<file path="config.mk">
export PLATFORM = sky130hd
export DESIGN_NAME = alu_mode_keypad
export DESIGN_NICKNAME = d
export VERILOG_FILES = /design/src/rtl/alu_mode_keypad.sv
export SDC_FILE = /design/constraint.sdc
export NUM_CORES = 1
export LEC_CHECK = 0
export CAP_MARGIN = 10
export CORE_MARGIN = 1
export CORE_UTILIZATION = 35
export CTS_CLUSTER_DIAMETER = 30
export DETAILED_ROUTE_END_ITERATION = 6
export DONT_BUFFER_PORTS = 1
export SLEW_MARGIN = 20
export SYNTH_ARGS = -nofsm -noshare
export SYNTH_HDL_FRONTEND = slang
export SYNTH_SLANG_ARGS = --single-unit
</file>
<file path="constraint.sdc">
create_clock -name clk -period 2.6 [get_ports clk]
set_input_delay 0.26 -clock clk [delete_from_list [all_inputs] [get_ports clk]]
set_output_delay 0.26 -clock clk [all_outputs]
set_load 0.02 [all_outputs]
</file>
<file path="src/rtl/alu_mode_keypad.sv">
// rtl/alu_mode_keypad.sv - four-key debounce front end driving the 3-bit ALU op code
// Each key gets its own synchroniser and debounce FSM; the top owns the mode register.

module alu_mode_keypad_debounce #(
  parameter int DEBOUNCE_MAX = 1_000_000,
  parameter int CNT_W        = 20
) (
  input  logic clk,
  input  logic rst_n,
  input  logic i_key,
  output logic o_pulse,
  output logic o_held
);

  typedef enum logic [1:0] {
    RELEASED     = 2'd0,
    PRESS_WAIT   = 2'd1,
    PRESSED      = 2'd2,
    RELEASE_WAIT = 2'd3
  } state_t;

  localparam logic [CNT_W-1:0] CNT_LAST = CNT_W'(DEBOUNCE_MAX - 1);

  logic             r_sync1;
  logic             r_sync2;
  state_t           r_state;
  state_t           w_next_state;
  logic [CNT_W-1:0] r_cnt;
  logic [CNT_W-1:0] w_next_cnt;
  logic             w_pulse;

  always_ff @(posedge clk or negedge rst_n) begin
    if (!rst_n) begin
      r_sync1 <= 1'b0;
      r_sync2 <= 1'b0;
      r_state <= RELEASED;
      r_cnt   <= '0;
    end else begin
      r_sync1 <= i_key;
      r_sync2 <= r_sync1;
      r_state <= w_next_state;
      r_cnt   <= w_next_cnt;
    end
  end

  // Pulse is decoded on the final counting cycle so it lands DEBOUNCE_MAX+2 cycles after the raw edge.
  always_comb begin
    w_next_state = r_state;
    w_next_cnt   = r_cnt;
    w_pulse      = 1'b0;
    case (r_state)
      RELEASED: begin
        if (r_sync2) begin
          w_next_state = PRESS_WAIT;
          w_next_cnt   = '0;
        end
      end
      PRESS_WAIT: begin
        if (!r_sync2) begin
          w_next_state = RELEASED;
          w_next_cnt   = '0;
        end else if (r_cnt == CNT_LAST) begin
          w_next_state = PRESSED;
          w_next_cnt   = '0;
          w_pulse      = 1'b1;
        end else begin
          w_next_cnt = r_cnt + CNT_W'(1);
        end
      end
      PRESSED: begin
        if (!r_sync2) begin
          w_next_state = RELEASE_WAIT;
          w_next_cnt   = '0;
        end
      end
      RELEASE_WAIT: begin
        if (r_sync2) begin
          w_next_state = PRESSED;
          w_next_cnt   = '0;
        end else if (r_cnt == CNT_LAST) begin
          w_next_state = RELEASED;
          w_next_cnt   = '0;
        end else begin
          w_next_cnt = r_cnt + CNT_W'(1);
        end
      end
      default: begin
        w_next_state = RELEASED;
        w_next_cnt   = '0;
      end
    endcase
  end

  assign o_pulse = w_pulse;
  assign o_held  = (r_state == PRESSED) || (r_state == RELEASE_WAIT);

endmodule

module alu_mode_keypad #(
  parameter int         DEBOUNCE_MAX = 1_000_000,
  parameter int         CNT_W        = 20,
  parameter logic [2:0] BIG_STEP     = 3'd2,
  parameter logic [2:0] SMALL_STEP   = 3'd1
) (
  input  logic       clk,
  input  logic       rst_n,
  input  logic       key_big_up,
  input  logic       key_big_down,
  input  logic       key_small_up,
  input  logic       key_small_down,
  output logic       big_up_pulse,
  output logic       big_down_pulse,
  output logic       small_up_pulse,
  output logic       small_down_pulse,
  output logic [2:0] mode,
  output logic [3:0] key_held
);

  logic [3:0] w_keys;
  logic [3:0] w_pulse;
  logic [3:0] w_held;
  logic [2:0] r_mode;
  logic [2:0] w_mode_next;

  assign w_keys = {key_big_up, key_big_down, key_small_up, key_small_down};

  for (genvar g = 0; g < 4; g++) begin : g_key
    alu_mode_keypad_debounce #(
      .DEBOUNCE_MAX (DEBOUNCE_MAX),
      .CNT_W        (CNT_W)
    ) u_debounce (
      .clk     (clk),
      .rst_n   (rst_n),
      .i_key   (w_keys[g]),
      .o_pulse (w_pulse[g]),
      .o_held  (w_held[g])
    );
  end

  // Only the highest-priority coincident pulse steps the mode; the rest are dropped.
  always_comb begin
    w_mode_next = r_mode;
    if (w_pulse[2]) begin
      w_mode_next = r_mode - BIG_STEP;
    end else if (w_pulse[3]) begin
      w_mode_next = r_mode + BIG_STEP;
    end else if (w_pulse[1]) begin
      w_mode_next = r_mode + SMALL_STEP;
    end else if (w_pulse[0]) begin
      w_mode_next = r_mode - SMALL_STEP;
    end
  end

  always_ff @(posedge clk or negedge rst_n) begin
    if (!rst_n) begin
      r_mode <= 3'd0;
    end else begin
      r_mode <= w_mode_next;
    end
  end

  assign big_up_pulse     = w_pulse[3];
  assign big_down_pulse   = w_pulse[2];
  assign small_up_pulse   = w_pulse[1];
  assign small_down_pulse = w_pulse[0];
  assign mode             = r_mode;
  assign key_held         = w_held;

endmodule

</file>
==> results.rst, run 1 <==
.. list-table::
   :header-rows: 1

   * - Metric
     - Value
   * - WP buf/inv
     - 0
   * - Kind of cell adding the most delay to the critical path
     - simple AND/OR/NAND/NOR gates
   * - Fraction of final layout cells sized beyond drive strength 1
     - 0.116
   * - Post-synthesis sequential area ratio
     - 0.464
   * - Simple logic cell fraction of the synthesized area
     - 0.242
   * - Number of vias per cell
     - 5.72
   * - Vias
     - 4503
   * - Area inside the core boundary
     - 14700 um^2
   * - Total chip power
     - 4320 uW
   * - Leak
     - 0.00249 uW
   * - Die Outline Area
     - 15800 um^2
   * - Clock edge transition at the registers on the reported setup and hold paths
     - 0.07 ns
   * - Post-detail-place hpwl
     - 7710 um
   * - Detailed-routing iteration count for the pre-antenna-repair pass
     - 5
   * - Net count of the finished layout
     - 610
   * - Clock tree skew after final layout
     - 0.00613 ns
   * - Initial antenna violation count
     - 0
   * - Antenna diode count
     - 0
   * - Complex-gate fraction of the synthesized area
     - 0.215
   * - Final Hold Fails
     - 0
   * - Worst skew pair latency
     - 0.35 ns
   * - Count of flip-flops with a built-in enable after synthesis
     - 0
   * - CTS tree
     - yes
   * - Cell-by-cell trace of the critical path
     - ha_2, nand3_4, nor4_4, nand3_2, fa_2, xnor2_2, or3_4, a21oi_4, o32ai_2
   * - Via count of the first global-routing pass
     - 4159
   * - Library cells used by synthesis
     - 65
   * - Avg Synthesized Cell Area
     - 8.96 um^2
   * - Cell with the biggest individual delay on the critical path
     - sky130_fd_sc_hd__fa_2
   * - Multiplexer area fraction after synthesis
     - 0.0110
   * - Post-synthesis register bit count
     - 99
   * - Relative max-transition margin
     - 0.366
   * - Fraction of synthesis flops using an asynchronous set or reset pin
     - 1.00
   * - Maximum operating frequency
     - 397 MHz
   * - Detailed route wirelength on metal3
     - 702 um
   * - Worst-Margin Slew
     - 0.952 ns
   * - Number of top-level pins
     - 17
   * - Pwr/cell area
     - 726 nW/um^2
   * - Hold/Removal Path Class
     - register to register
   * - Parity-gate share of the synthesized area counting xor and xnor cells
     - 0.0148
   * - Num rows
     - 44
   * - Share of Yosys cell area claimed by the top area cell type
     - 0.464
   * - Main area contributors after synthesis
     - sky130_fd_sc_hd__dfrtp_1, sky130_fd_sc_hd__o21ai_0, sky130_fd_sc_hd__nand2_1, sky130_fd_sc_hd__nor2_1, sky130_fd_sc_hd__nand3_1
   * - H-tree depth
     - 3
   * - Mean routed wirelength per cell
     - 14.9 um
   * - Fin. max-slew vios
     - 0
   * - Routed metal-1 wire length
     - 5470 um
   * - WL met2
     - 5400 um
   * - Category of the worst setup path launch point
     - register
   * - PortBufs
     - 0
   * - Crit Path Category
     - register to register
   * - Critical Path End Type
     - register
   * - CP required
     - 2.82 ns
   * - Max-Cap Viols
     - 0
   * - Maximum number of pins on one net before global-route repair
     - 100
   * - GRT Residual Overflow
     - 0
   * - DRC Markers
     - 0
   * - Dominant cell by count in the synthesized netlist
     - sky130_fd_sc_hd__o21ai_0
   * - Cell types with the highest counts after synthesis
     - sky130_fd_sc_hd__o21ai_0, sky130_fd_sc_hd__dfrtp_1, sky130_fd_sc_hd__nand2_1, sky130_fd_sc_hd__nor2_1, sky130_fd_sc_hd__nand3_1
   * - Number of cells after detailed placement
     - 764
   * - Total routing usage reported by global routing
     - 0.158
   * - Wire length of the first global-routing pass
     - 20200 um
   * - Result of the run
     - completed
   * - Starting density of the core
     - 0.363
   * - Maximum resistive drop on vdd
     - 0.481 mV
   * - Yosys synthesis warning count
     - 0
   * - Maximum net fanout on the critical path
     - 3
   * - Cts bufs inserted
     - 9
   * - Final RePlAce weighted congestion
     - 0.808
   * - Die span in x
     - 126 um
   * - Area growth syn-to-layout
     - 11.4%
   * - Net Count, Synth
     - 607
   * - Cell area after technology mapping
     - 5340 um^2
   * - Max incr delay on CP
     - 0.42 ns
   * - Arithmetic-cell share of the synthesized area counting full adders, half adders and majority gates
     - 0.0131
   * - Final instance count without filler cells
     - 787
   * - Number of DRC markers in iteration 0
     - 384
   * - Highest metal used
     - met4
   * - Die H
     - 126 um
   * - Post-Syn Instances
     - 596
   * - Dominant register cell in the synthesized netlist
     - sky130_fd_sc_hd__dfrtp_1
   * - Final antenna-violating net count
     - 0
   * - Number of sinks on the clock net
     - 99
   * - Number of setup violations in the final report
     - 0
   * - Tcrit/Tclk final
     - 0.970
   * - CP Data Arrival Time
     - 2.75 ns
   * - Most area-hungry cell type in the Yosys netlist
     - sky130_fd_sc_hd__dfrtp_1
   * - Unrepaired setup endpoints after global routing
     - yes
   * - Sum of routed wire length over all layers
     - 11700 um
   * - Clock Tree Root
     - sky130_fd_sc_hd__clkbuf_16
   * - Final Critical Period
     - 2.52 ns
   * - Largest family of logic cells by synthesized area
     - simple AND/OR/NAND/NOR gates
   * - Maximum buffer depth of the clock tree
     - 2
-- stage by stage --
| step | cell area (um^2) | util | hold WS, ns | setup WS (ns) | setup TNS, ns |
|---|---|---|---|---|---|
| after detailed placement | 5540 | 0.377 | -0.0276 | -0.0679 | -0.0679 |
| after CTS | 5860 | 0.398 | -0.410 | 0.0528 | 0 |
| after global placement | 5540 | 0.377 | -0.0281 | 0.0402 | 0 |
| final | 5950 | 0.405 | 0.350 | 0.0784 | 0 |
| after global routing | 5950 | 0.405 | 0.353 | -0.0613 | -0.0613 |
| after floorplan | 5340 | - | -0.0356 | 0.00776 | 0 |
-- area by class of cell --
cell class / count / area (um^2)
multi-input cells: 452 / 2700
fillers: 1430 / 8750
flip-flops and latches: 99 / 2480
clock buffers: 11 / 243
inverters: 9 / 33.8
repair buffers: 28 / 243
clock inverters: 4 / 26.3
well taps: 184 / 230
-- kinds of logic (layout without fill, tap and decap cells) --
kind of cell	after synthesis	in the layout
simple gates	237	237
compound gates	196	196
flops	99	99
buf+inv	45	52
xor+xnor	9	9
fa+ha+maj	5	5
mux	5	5
-- repair_timing --
| action | 4_1_cts | 5_1_grt |
|---|---|---|
| buffers inserted | 0 | 2 |
| setup endpoints to repair | 1 | 1 |
| hold buffers | 4 | 2 |
| resized for setup | 2 | 7 |
| endpoints found under the hold margin | 103 | 99 |
| pin swaps | 1 | 7 |
-- worst paths after layout --
| path | from | to | slack (ns) | depth (start not counted) |
|---|---|---|---|---|
| min | g_key[3].u_debounce.r_sync1 | g_key[3].u_debounce.r_sync2 | 0.35 | 0 |
| max in group asynchronous | rst_n | g_key[0].u_debounce.r_cnt[1] | 1.73 | 2 |
| min reg2reg | g_key[3].u_debounce.r_sync1 | g_key[3].u_debounce.r_sync2 | 0.35 | 0 |
| max reg2reg | g_key[1].u_debounce.r_cnt[1] | mode[2] | 0.08 | 9 |
| min in group asynchronous | rst_n | g_key[1].u_debounce.r_cnt[17] | 0.51 | 2 |
| max | g_key[1].u_debounce.r_cnt[1] | mode[2] | 0.08 | 9 |
-- where the power goes --
part | internal (uW) | switching, uW | leakage (uW)
logic | 439 | 803 | 0.00101
clock network | 670 | 571 | 0.000132
registers | 1660 | 175 | 0.00134
-- sequential cells by signal, summed over array words and instances, names as in the netlist, named ones only --
register and cells:
mode 3, g_key.u_debounce.r_state 4, g_key.u_debounce.r_cnt 80, g_key.u_debounce.r_sync1 4, g_key.u_debounce.r_sync2 4
-- cell usage in the layout, fill, tap and decap left out, types with 4 or more instances in the layout --
master	netlist	layout
sky130_fd_sc_hd__clkbuf_16	0	9
sky130_fd_sc_hd__and2_1	5	5
sky130_fd_sc_hd__dfrtp_1	99	99
sky130_fd_sc_hd__inv_1	9	9
sky130_fd_sc_hd__xor2_1	5	5
sky130_fd_sc_hd__nor2_1	45	44
sky130_fd_sc_hd__o31ai_1	18	18
sky130_fd_sc_hd__nand4_1	19	19
sky130_fd_sc_hd__nor3_1	6	6
sky130_fd_sc_hd__nand2_1	69	69
sky130_fd_sc_hd__and3_1	14	14
sky130_fd_sc_hd__nor4_1	6	6
sky130_fd_sc_hd__and4_1	4	4
sky130_fd_sc_hd__a22o_1	5	5
sky130_fd_sc_hd__dlygate4sd3_1	0	5
sky130_fd_sc_hd__nand3_1	30	28
sky130_fd_sc_hd__o21ai_0	108	108
sky130_fd_sc_hd__a21oi_1	26	24
sky130_fd_sc_hd__a21o_1	4	4
sky130_fd_sc_hd__a31oi_1	19	19
sky130_fd_sc_hd__buf_4	6	22
sky130_fd_sc_hd__o41ai_1	7	7
-- routing by layer --
layer  GRT usage  vias up
met4      0.0395        0
met1       0.203     2197
met2       0.254       93
met5           0        -
li1            -     2201
met3      0.0539       12
Note: power is estimated with default switching activity, not from simulation.
==> run 2, diff against run 1 <==
--- a/config.mk
+++ b/config.mk
@@ -11,6 +11,7 @@
 export CTS_CLUSTER_DIAMETER = 30
 export DETAILED_ROUTE_END_ITERATION = 6
 export DONT_BUFFER_PORTS = 1
+export MAX_ROUTING_LAYER = met4
 export SLEW_MARGIN = 20
 export SYNTH_ARGS = -nofsm -noshare
 export SYNTH_HDL_FRONTEND = slang
==> constraint.sdc (replaced) <==
create_clock -name clk -period 2.6 [get_ports clk]
set_input_delay 0.26 -clock clk [delete_from_list [all_inputs] [get_ports clk]]
set_output_delay 0.26 -clock clk [all_outputs]
set_load 0.05 [all_outputs]
==> run 2 against run 1 <==
The run now ends with DRC left; combinational power rose by 11%; utilization is 0.21 points higher; via count fell by 0.38%; maximum frequency rose by 0.91%; critical path type is now register to output port; highest routed layer unchanged.
==> results.rst, run 2 (same netlist as run 1, synthesis figures left out) <==
.. list-table::
   :header-rows: 1

   * - Metric
     - Value
   * - Max-Cap Viols
     - 0
   * - Tcrit/Tclk final
     - 0.961
   * - Combined flip-flop and latch cell area
     - 2480 um^2
   * - Flip-flop count of the largest register after layout
     - 80
   * - Number of sinks on the clock net
     - 99
   * - Detailed-routing iteration count for the pre-antenna-repair pass
     - 7
   * - Most frequent cells in the layout
     - sky130_fd_sc_hd__o21ai_0, sky130_fd_sc_hd__dfrtp_1, sky130_fd_sc_hd__nand2_1
   * - CP required
     - 2.34 ns
   * - Origin of the critical flop-to-flop path
     - g_key[1].u_debounce.r_cnt[0]
   * - Antenna diode count
     - 0
   * - Cts bufs inserted
     - 9
   * - Clock edge transition at the registers on the reported setup and hold paths
     - 0.07 ns
   * - Critical Path End Type
     - output port
   * - Mean routed wirelength per cell
     - 14.9 um
   * - Area taken by multi-input logic gates
     - 2670 um^2
   * - Setup Fix Bufs, Post-CTS
     - 0
   * - Wire length of the first global-routing pass
     - 20400 um
   * - PortBufs
     - 0
   * - Maximum operating frequency
     - 400 MHz
   * - Post-detail-place hpwl
     - 7930 um
   * - H-tree depth
     - 3
   * - Via count of the first global-routing pass
     - 4243
   * - Hold_ws
     - 0.351 ns
   * - Crit Path Category
     - register to output port
   * - Worst reg-to-reg setup slack
     - 0.14 ns
   * - Final RePlAce weighted congestion
     - 0.807
   * - Number of top-level pins
     - 17
   * - Final antenna-violating net count
     - 0
   * - Clock tree skew after final layout
     - 0.00711 ns
   * - Result of the run
     - finished, violations left
   * - Die span in x
     - 126 um
   * - Worst skew pair latency
     - 0.35 ns
   * - Die Outline Area
     - 15800 um^2
   * - Most flops, register
     - g_key.u_debounce.r_cnt
   * - DRC Markers
     - 3
   * - Area growth syn-to-layout
     - 12.0%
   * - Sum of routed wire length over all layers
     - 11800 um
   * - Cell count of the worst reg-to-reg path
     - 9
   * - Relative max-transition margin
     - 0.384
   * - Total routing usage reported by global routing
     - 0.164
   * - Number of vias per cell
     - 5.66
   * - Maximum buffer depth of the clock tree
     - 2
   * - Maximum number of pins on one net before global-route repair
     - 100
   * - CP Data Arrival Time
     - 2.24 ns
   * - Fraction of final layout cells sized beyond drive strength 1
     - 0.122
   * - Unrepaired setup endpoints after global routing
     - no
   * - Setup WS pre-CTS
     - 0.00974 ns
   * - CTS tree
     - yes
   * - Worst Hold Endpoint
     - g_key[2].u_debounce.r_sync2
   * - Filler cells
     - 1390
   * - Maximum net fanout on the critical path
     - 8
   * - Final Hold Fails
     - 0
   * - Maximum resistive drop on vdd
     - 0.329 mV
   * - Source of the worst hold timing path
     - g_key[2].u_debounce.r_sync1
   * - Hold depth
     - 0
   * - GRT Residual Overflow
     - 0
   * - Number of DRC markers in iteration 0
     - 421
   * - Endpoint of the worst register-to-register path
     - mode[2]
   * - Starting density of the core
     - 0.363
   * - Summed negative setup slack over all endpoints
     - 0 ns
   * - Net count of the finished layout
     - 614
   * - Final Critical Period
     - 2.50 ns
   * - Clock Tree Root
     - sky130_fd_sc_hd__clkbuf_16
   * - Area inside the core boundary
     - 14700 um^2
   * - Number of setup violations in the final report
     - 0
   * - Pwr/cell area
     - 755 nW/um^2
   * - Die H
     - 126 um
   * - Category of the worst setup path launch point
     - register
   * - Setup slack after layout
     - 0.101 ns
   * - Vias
     - 4486
   * - Leading cell type in the layout, fill and taps excluded
     - sky130_fd_sc_hd__o21ai_0
   * - Worst-Margin Slew
     - 0.924 ns
   * - Violations in the final reports
     - DRC
   * - Leak
     - 0.00250 uW
   * - Hold/Removal Path Class
     - register to register
   * - Num rows
     - 44
   * - Initial antenna violation count
     - 0
   * - Fin. max-slew vios
     - 0
## run 2: worst max path at each step
stage | to | start | slack (ns)
floorplan | mode[2] | g_key[1].u_debounce.r_cnt[0] | 0.04
global placement | mode[2] | g_key[1].u_debounce.r_cnt[0] | 0.07
detailed placement | mode[2] | g_key[1].u_debounce.r_cnt[0] | 0.01
CTS | mode[2] | g_key[1].u_debounce.r_cnt[8] | 0.06
global route | big_down_pulse | g_key[2].u_debounce.r_cnt[13] | 0.02
finish | big_down_pulse | g_key[2].u_debounce.r_cnt[13] | 0.10
## run 2: through the flow
stage | instances | total power, uW | util | instance area [um^2]
after global routing | 792 | 4800 | 0.407 | 5980
after detailed placement | 770 | 3160 | 0.380 | 5590
after CTS | 792 | 4560 | 0.406 | 5960
after floorplan | 596 | 2850 | - | 5350
after global placement | 770 | 3090 | 0.380 | 5590
final | 792 | 4520 | 0.407 | 5980
## run 2: per-layer routing
metal	track usage	vias up	routed length [um]
met5	-	-	0
met4	0.0739	0	234
met2	0.252	68	5530
li1	-	2221	-
met1	0.211	2184	5730
met3	0.0278	13	294
## run 2: layout make-up
class,count,area share
Multi-Input combinational cell,452,0.446
Sequential cell,99,0.414
Timing Repair Buffer,32,0.0456
Tap cell,184,0.0385
Clock buffer,10,0.0383
Clock inverter,6,0.0111
Inverter,9,0.00627
## run 2: where the power goes
| part | total (uW) | switching [uW] | internal (uW) |
|---|---|---|---|
| sequential | 1790 | 129 | 1660 |
| clock | 1340 | 598 | 746 |
| combinational | 1380 | 906 | 472 |
| total | 4520 | 1630 | 2880 |
## run 2: timing repair
action	in CTS	in global routing
endpoints found under the hold margin	103	0
resized for setup	0	5
setup endpoints to repair	1	2
pin swaps	1	2
cloned	0	0
hold buffers	6	0
## run 2: critical path, cell delays in order (launching register included)
cell                      delay [ns]
sky130_fd_sc_hd__dfrtp_1        0.45
sky130_fd_sc_hd__or4b_1         0.56
sky130_fd_sc_hd__nor3b_2        0.24
sky130_fd_sc_hd__and4_2         0.39
sky130_fd_sc_hd__buf_4          0.24
